===== src/rtl/fetch_unit.sv =====
// Instruction fetch: owns the fetch PC, reads imem over req/ack, buffers {pc, instr} for ctrl.
// Optional FETCH_BYPASS_EN forwards the returned word straight to cmd when the buffer is empty.
module fetch_unit #(
  parameter int          DEPTH    = 2,
  parameter logic [31:0] RESET_PC = 32'h0000_0000
) (
  input  logic        clk,
  input  logic        rst,
  output logic        imem_req,
  output logic [5:0]  imem_addr,
  input  logic        imem_ack,
  input  logic [31:0] imem_rdata,
  output logic [31:0] cmd,
  output logic [31:0] cmd_pc,
  output logic        cmd_valid,
  input  logic        cmd_ready,
  input  logic        redirect,
  input  logic [31:0] redirect_pc
);

  localparam int AW = $clog2(DEPTH);
  localparam int CW = AW + 1;
  localparam logic [CW-1:0] FULL_CNT = CW'(DEPTH);

  typedef enum logic {
    S_FETCH   = 1'b0,
    S_DISCARD = 1'b1
  } state_t;

  state_t          r_state;
  state_t          w_state_nxt;
  logic [31:0]     r_fpc;
  logic [5:0]      r_disc_addr;
  logic [CW-1:0]   r_count;
  logic [AW-1:0]   r_rd_ptr;
  logic [AW-1:0]   r_wr_ptr;
  logic [31:0]     r_pc_mem  [DEPTH];
  logic [31:0]     r_ins_mem [DEPTH];

  logic            w_full;
  logic            w_empty;
  logic            w_acc;
  logic            w_byp;
  logic            w_head_vld;
  logic            w_push;
  logic            w_pop;
  logic            w_abandon;
  logic [31:0]     w_redirect_fpc;

  assign w_full         = (r_count == FULL_CNT);
  assign w_empty        = (r_count == '0);
  assign w_redirect_fpc = redirect_pc & 32'hFFFF_FFFC;

  always_comb begin
    w_state_nxt = r_state;
    imem_req    = 1'b0;
    imem_addr   = r_fpc[7:2];
    w_abandon   = 1'b0;
    case (r_state)
      S_FETCH: begin
        imem_req = !w_full && !rst;
        // A redirect that catches a request in flight must still wait out its ack.
        if (redirect && imem_req && !imem_ack) begin
          w_abandon   = 1'b1;
          w_state_nxt = S_DISCARD;
        end
      end
      S_DISCARD: begin
        imem_req  = !rst;
        imem_addr = r_disc_addr;
        if (imem_ack) begin
          w_state_nxt = S_FETCH;
        end
      end
      default: w_state_nxt = S_FETCH;
    endcase
  end

  assign w_acc = (r_state == S_FETCH) && imem_req && imem_ack && !redirect;

`ifdef FETCH_BYPASS_EN
  assign w_byp = w_acc && w_empty;
`else
  assign w_byp = 1'b0;
`endif

  assign w_head_vld = !w_empty && !rst;
  assign cmd_valid  = w_head_vld || w_byp;
  assign w_pop      = w_head_vld && cmd_ready && !redirect;
  assign w_push     = w_acc && !(w_byp && cmd_ready);

  always_comb begin
    cmd    = 32'h0;
    cmd_pc = 32'h0;
    if (w_byp) begin
      cmd    = imem_rdata;
      cmd_pc = r_fpc;
    end else if (w_head_vld) begin
      cmd    = r_ins_mem[r_rd_ptr];
      cmd_pc = r_pc_mem[r_rd_ptr];
    end
  end

  always_ff @(posedge clk) begin
    if (rst) begin
      r_state     <= S_FETCH;
      r_fpc       <= RESET_PC;
      r_disc_addr <= 6'd0;
      r_count     <= '0;
      r_rd_ptr    <= '0;
      r_wr_ptr    <= '0;
    end else begin
      r_state <= w_state_nxt;
      if (redirect) begin
        r_fpc    <= w_redirect_fpc;
        r_count  <= '0;
        r_rd_ptr <= '0;
        r_wr_ptr <= '0;
        if (w_abandon) begin
          r_disc_addr <= r_fpc[7:2];
        end
      end else begin
        if (w_acc) begin
          r_fpc <= r_fpc + 32'd4;
        end
        if (w_push) begin
          r_wr_ptr <= r_wr_ptr + 1'b1;
        end
        if (w_pop) begin
          r_rd_ptr <= r_rd_ptr + 1'b1;
        end
        case ({w_push, w_pop})
          2'b10:   r_count <= r_count + 1'b1;
          2'b01:   r_count <= r_count - 1'b1;
          default: r_count <= r_count;
        endcase
      end
    end
  end

  // Payload storage needs no reset: cmd/cmd_pc are gated by the occupancy count.
  always_ff @(posedge clk) begin
    if (w_push) begin
      r_pc_mem[r_wr_ptr]  <= r_fpc;
      r_ins_mem[r_wr_ptr] <= imem_rdata;
    end
  end

endmodule

===== config.mk =====
export PLATFORM = sky130hd
export DESIGN_NAME = fetch_unit
export DESIGN_NICKNAME = d
export VERILOG_FILES = /design/src/rtl/fetch_unit.sv
export SDC_FILE = /design/constraint.sdc
export NUM_CORES = 1
export LEC_CHECK = 0
export BUFFER_PORTS_ARGS = -buffer_cell sky130_fd_sc_hd__buf_4
export CORE_MARGIN = 2
export CORE_UTILIZATION = 54
export CTS_BUF_LIST = sky130_fd_sc_hd__clkbuf_4
export DETAILED_ROUTE_END_ITERATION = 12
export PLACE_DENSITY = 0.88
export SETUP_SLACK_MARGIN = 0.2
export SLEW_MARGIN = 10
export SYNTH_ARGS = -nofsm -noshare
export SYNTH_HDL_FRONTEND = slang
export SYNTH_SLANG_ARGS = --single-unit

===== constraint.sdc =====
create_clock -name clk -period 9.1 [get_ports clk]
set_input_delay 1.82 -clock clk [delete_from_list [all_inputs] [get_ports clk]]
set_output_delay 1.82 -clock clk [all_outputs]
set_load 0.02 [all_outputs]

==> qor.csv <==
stage,metric,value,unit
route,post_drt_wl_per_cell,16.9,µm
logic_synthesis,synth_top_family_by_area,simple AND/OR/NAND/NOR gates,
power_and_ir_drop,cellLeakagePower,2.99,nW
timing,whs,0.511,ns
power_and_ir_drop,p_int,0.00102,W
timing,slew_headroom,0.265,
power_and_ir_drop,power,0.00133,W
cts,clockBufferDepth,2,
cts,clk_root_buffer_cell,clkbuf_4,
finish,nets,738,
logic_synthesis,yosys.area_share.simple,0.133,
logic_synthesis,synth_mux_area_frac,0.109,
global_route,grt_overflow,0,
power_and_ir_drop,p_switching,0.000305,W
floorplanning,pin_count,141,
run,drv_cap,0,
floorplanning,fp.dieW,118,µm
floorplanning,initial_core_util,0.552,
finish,multi_input_area,0.00228,mm²
cts,cts_made_buffers,17,
logic_synthesis,seq_area_frac_synth,0.655,
placement,dp_hpwl,9.51,mm
logic_synthesis,synthXorXnorAreaFrac,0.0365,
placement,post_dp_cell_area,0.00813,mm²
timing,worstMarginPinSlew,1.10,ns
cts,htree_num_levels,4,
critical_path,cp.required,7.28,ns
finish,final_area,0.00837,mm²
cts,hold_buffers,0,
route,drt-total-wl,14.4,mm
power_and_ir_drop,powerDensity,159,mW/mm²
power_and_ir_drop,netSwitchingFraction,0.230,
hold_path,hp-class,flop to flop,
logic_synthesis,synth_compound_area_frac,0.0411,
critical_path,arrival,3.47,ns
power_and_ir_drop,vdd_drop_max,78.2,µV
power_and_ir_drop,clkPwrFrac,0.288,
route,ant_nets,0,
timing,finalHoldViolations,0,
timing,slew_viol_final,0,
floorplanning,fp-row-count,41,
global_route,grt.busiest_layer,met2,
finish,layout_common_cells,"139 x buf_4, 124 x edfxtp_1, 104 x nor2_1",
critical_path,crit_fanout,50,
global_route,met3_usage,0.0528,
timing,grt_setup_unrepaired,no,
cts,clk_pin_slew,0.13,ns
finish,diodes,0,
timing,tns,0,ns
placement,portBuffers,136,
global_route,met2_usage,0.360,
finish,regArea,0.00457,mm²
finish,final_common_cell,buf_4,
timing,finClkSkew,0.0212,ns
power_and_ir_drop,power_frac_comb,0.067,
cts,clock_latency,0.53,ns
route,remaining_drc_errors,0,
logic_synthesis,synthDistinctLibCells,46,
critical_path,crit_type,input port to output port,
floorplanning,die-area,0.0138,mm²
global_route,grt_pass1_wl,22.5,mm
timing,setup_viol,0,
timing,postLayoutSetupSlackWorst,3.81,ns
logic_synthesis,yosysWarnings,0,
floorplanning,fp.dieH,118,µm
timing,min_period,5.29,ns
placement,gp_congestion,0.858,
route,routed_via_density,5.53,
route,dr.pass1.iters,5,
timing,period_share,0.582,
route,dr.first_iter.drc_count,386,
cts,clkSinkCount,166,
global_route,first_global_vias,4576,
critical_path,cp-start-kind,input port,
cts,postCtsSetupBuffers,0,
global_route,grt_util_met1,0.259,
cts,cts_tree,done,
floorplanning,core_region_area,0.0126,mm²
global_route,grt_max_degree,63,
timing,fmax,189,MHz
finish,area_growth_syn_to_layout,20.2,%
critical_path,end_kind,output port,
run_status,outcome,completed,
route,vias,4711,
finish,layout-drive-gt1-share,0.285,
global_route,antenna_found_initial,0,
placement,pre_cts_ws,3.81,ns
logic_synthesis,syn_inst,538,
logic_synthesis,synth_seq_cells,166,
global_route,grt_usage,0.208,
finish,fill_cells,970,
cts,cts-resized-gates,0,
logic_synthesis,netlist_area,0.00697,mm²
power_and_ir_drop,p_seq_frac,0.645,
logic_synthesis,yosys.area_share.adder,0.00359,
logic_synthesis,synth_area_per_cell,12.9,µm²
## synthesized netlist by cell type, drive strengths merged
master,n,share of area
a2111oi,1,0.0022
a211oi,19,0.020
a21oi,8,0.0057
a311oi,3,0.0038
and2,3,0.0027
and3,4,0.0036
and4,4,0.0056
buf,9,0.0063
clkbuf,21,0.011
conb,1,0.00054
dfxtp,42,0.12
edfxtp,124,0.53
ha,2,0.0036
inv,6,0.0032
mux2,6,0.0097
mux2i,69,0.099
nand2,18,0.0097
nand2b,2,0.0022
nand3,9,0.0083
nand3b,1,0.0016
nand4,15,0.013
nand4b,2,0.0025
nor2,105,0.057
nor2b,1,0.00090
nor3,6,0.0050
nor3b,2,0.0022
nor4,10,0.012
o21ai,4,0.0029
o21bai,1,0.0011
o31a,4,0.0050
or2,2,0.0018
or3,5,0.0054
xnor2,15,0.019
xor2,14,0.018
## layout make-up
cell class / instances / area share
multi-input combinational: 337 / 0.272
timing repair buffer: 139 / 0.125
inverter: 6 / 0.00269
clock buffer: 21 / 0.0188
clock inverter: 11 / 0.0102
sequential: 166 / 0.546
tap: 172 / 0.0257
## registers in the layout, summed over array words and instances (netlist names), named ones only
| name | flops |
|---|---|
| r_pc_mem | 60 |
| r_ins_mem | 64 |
| r_state | 1 |
| r_wr_ptr | 1 |
| r_rd_ptr | 1 |
| r_disc_addr | 6 |
| r_fpc | 30 |
| r_count | 2 |
## kinds of logic (layout without fill, tap and decap cells)
family,count (synthesis),count (layout)
fa+ha+maj,2,2
compound gates,40,40
simple gates,189,189
other cells,1,2
flops,166,166
mux,75,75
xor+xnor,29,29
buf+inv,36,177
## power by group through the flow
stage               logic (W)  registers, W  clock network, W
floorplan           0.0000506      0.000866                 0
global route        0.0000962      0.000860          0.000418
detailed placement  0.0000888      0.000874                 0
global placement    0.0000853      0.000871                 0
finish              0.0000889      0.000857          0.000383
CTS                 0.0000893      0.000857          0.000391
## worst max-delay path: stages
cell and delay [ns]:
buf_4 0.39, o21bai_4 0.31, buf_4 0.53, nor2_1 0.17, buf_4 0.19
## per-stage QoR
stage,util,std cells
after detailed placement,0.644,820
after global placement,0.644,820
final,0.663,852
after floorplan,-,539
after global routing,0.663,852
after CTS,0.663,852
## final timing paths
kind | start | to | slack, ns | depth (start not counted)
hold reg to reg | r_disc_addr[1] | r_disc_addr[1] | 0.51 | 2
setup / recovery | rst | cmd_pc[8] | 3.81 | 5
hold / removal | r_disc_addr[1] | r_disc_addr[1] | 0.51 | 2
setup reg to reg | r_state | r_ins_mem[0][28] | 6.41 | 5
## routing by layer
layer,wire length (µm),vias up
li1,-,2225
met4,218,0
met5,0,-
met2,7300,190
met3,937,19
met1,5970,2277
No activity file was read; power rests on OpenSTA's default activity.
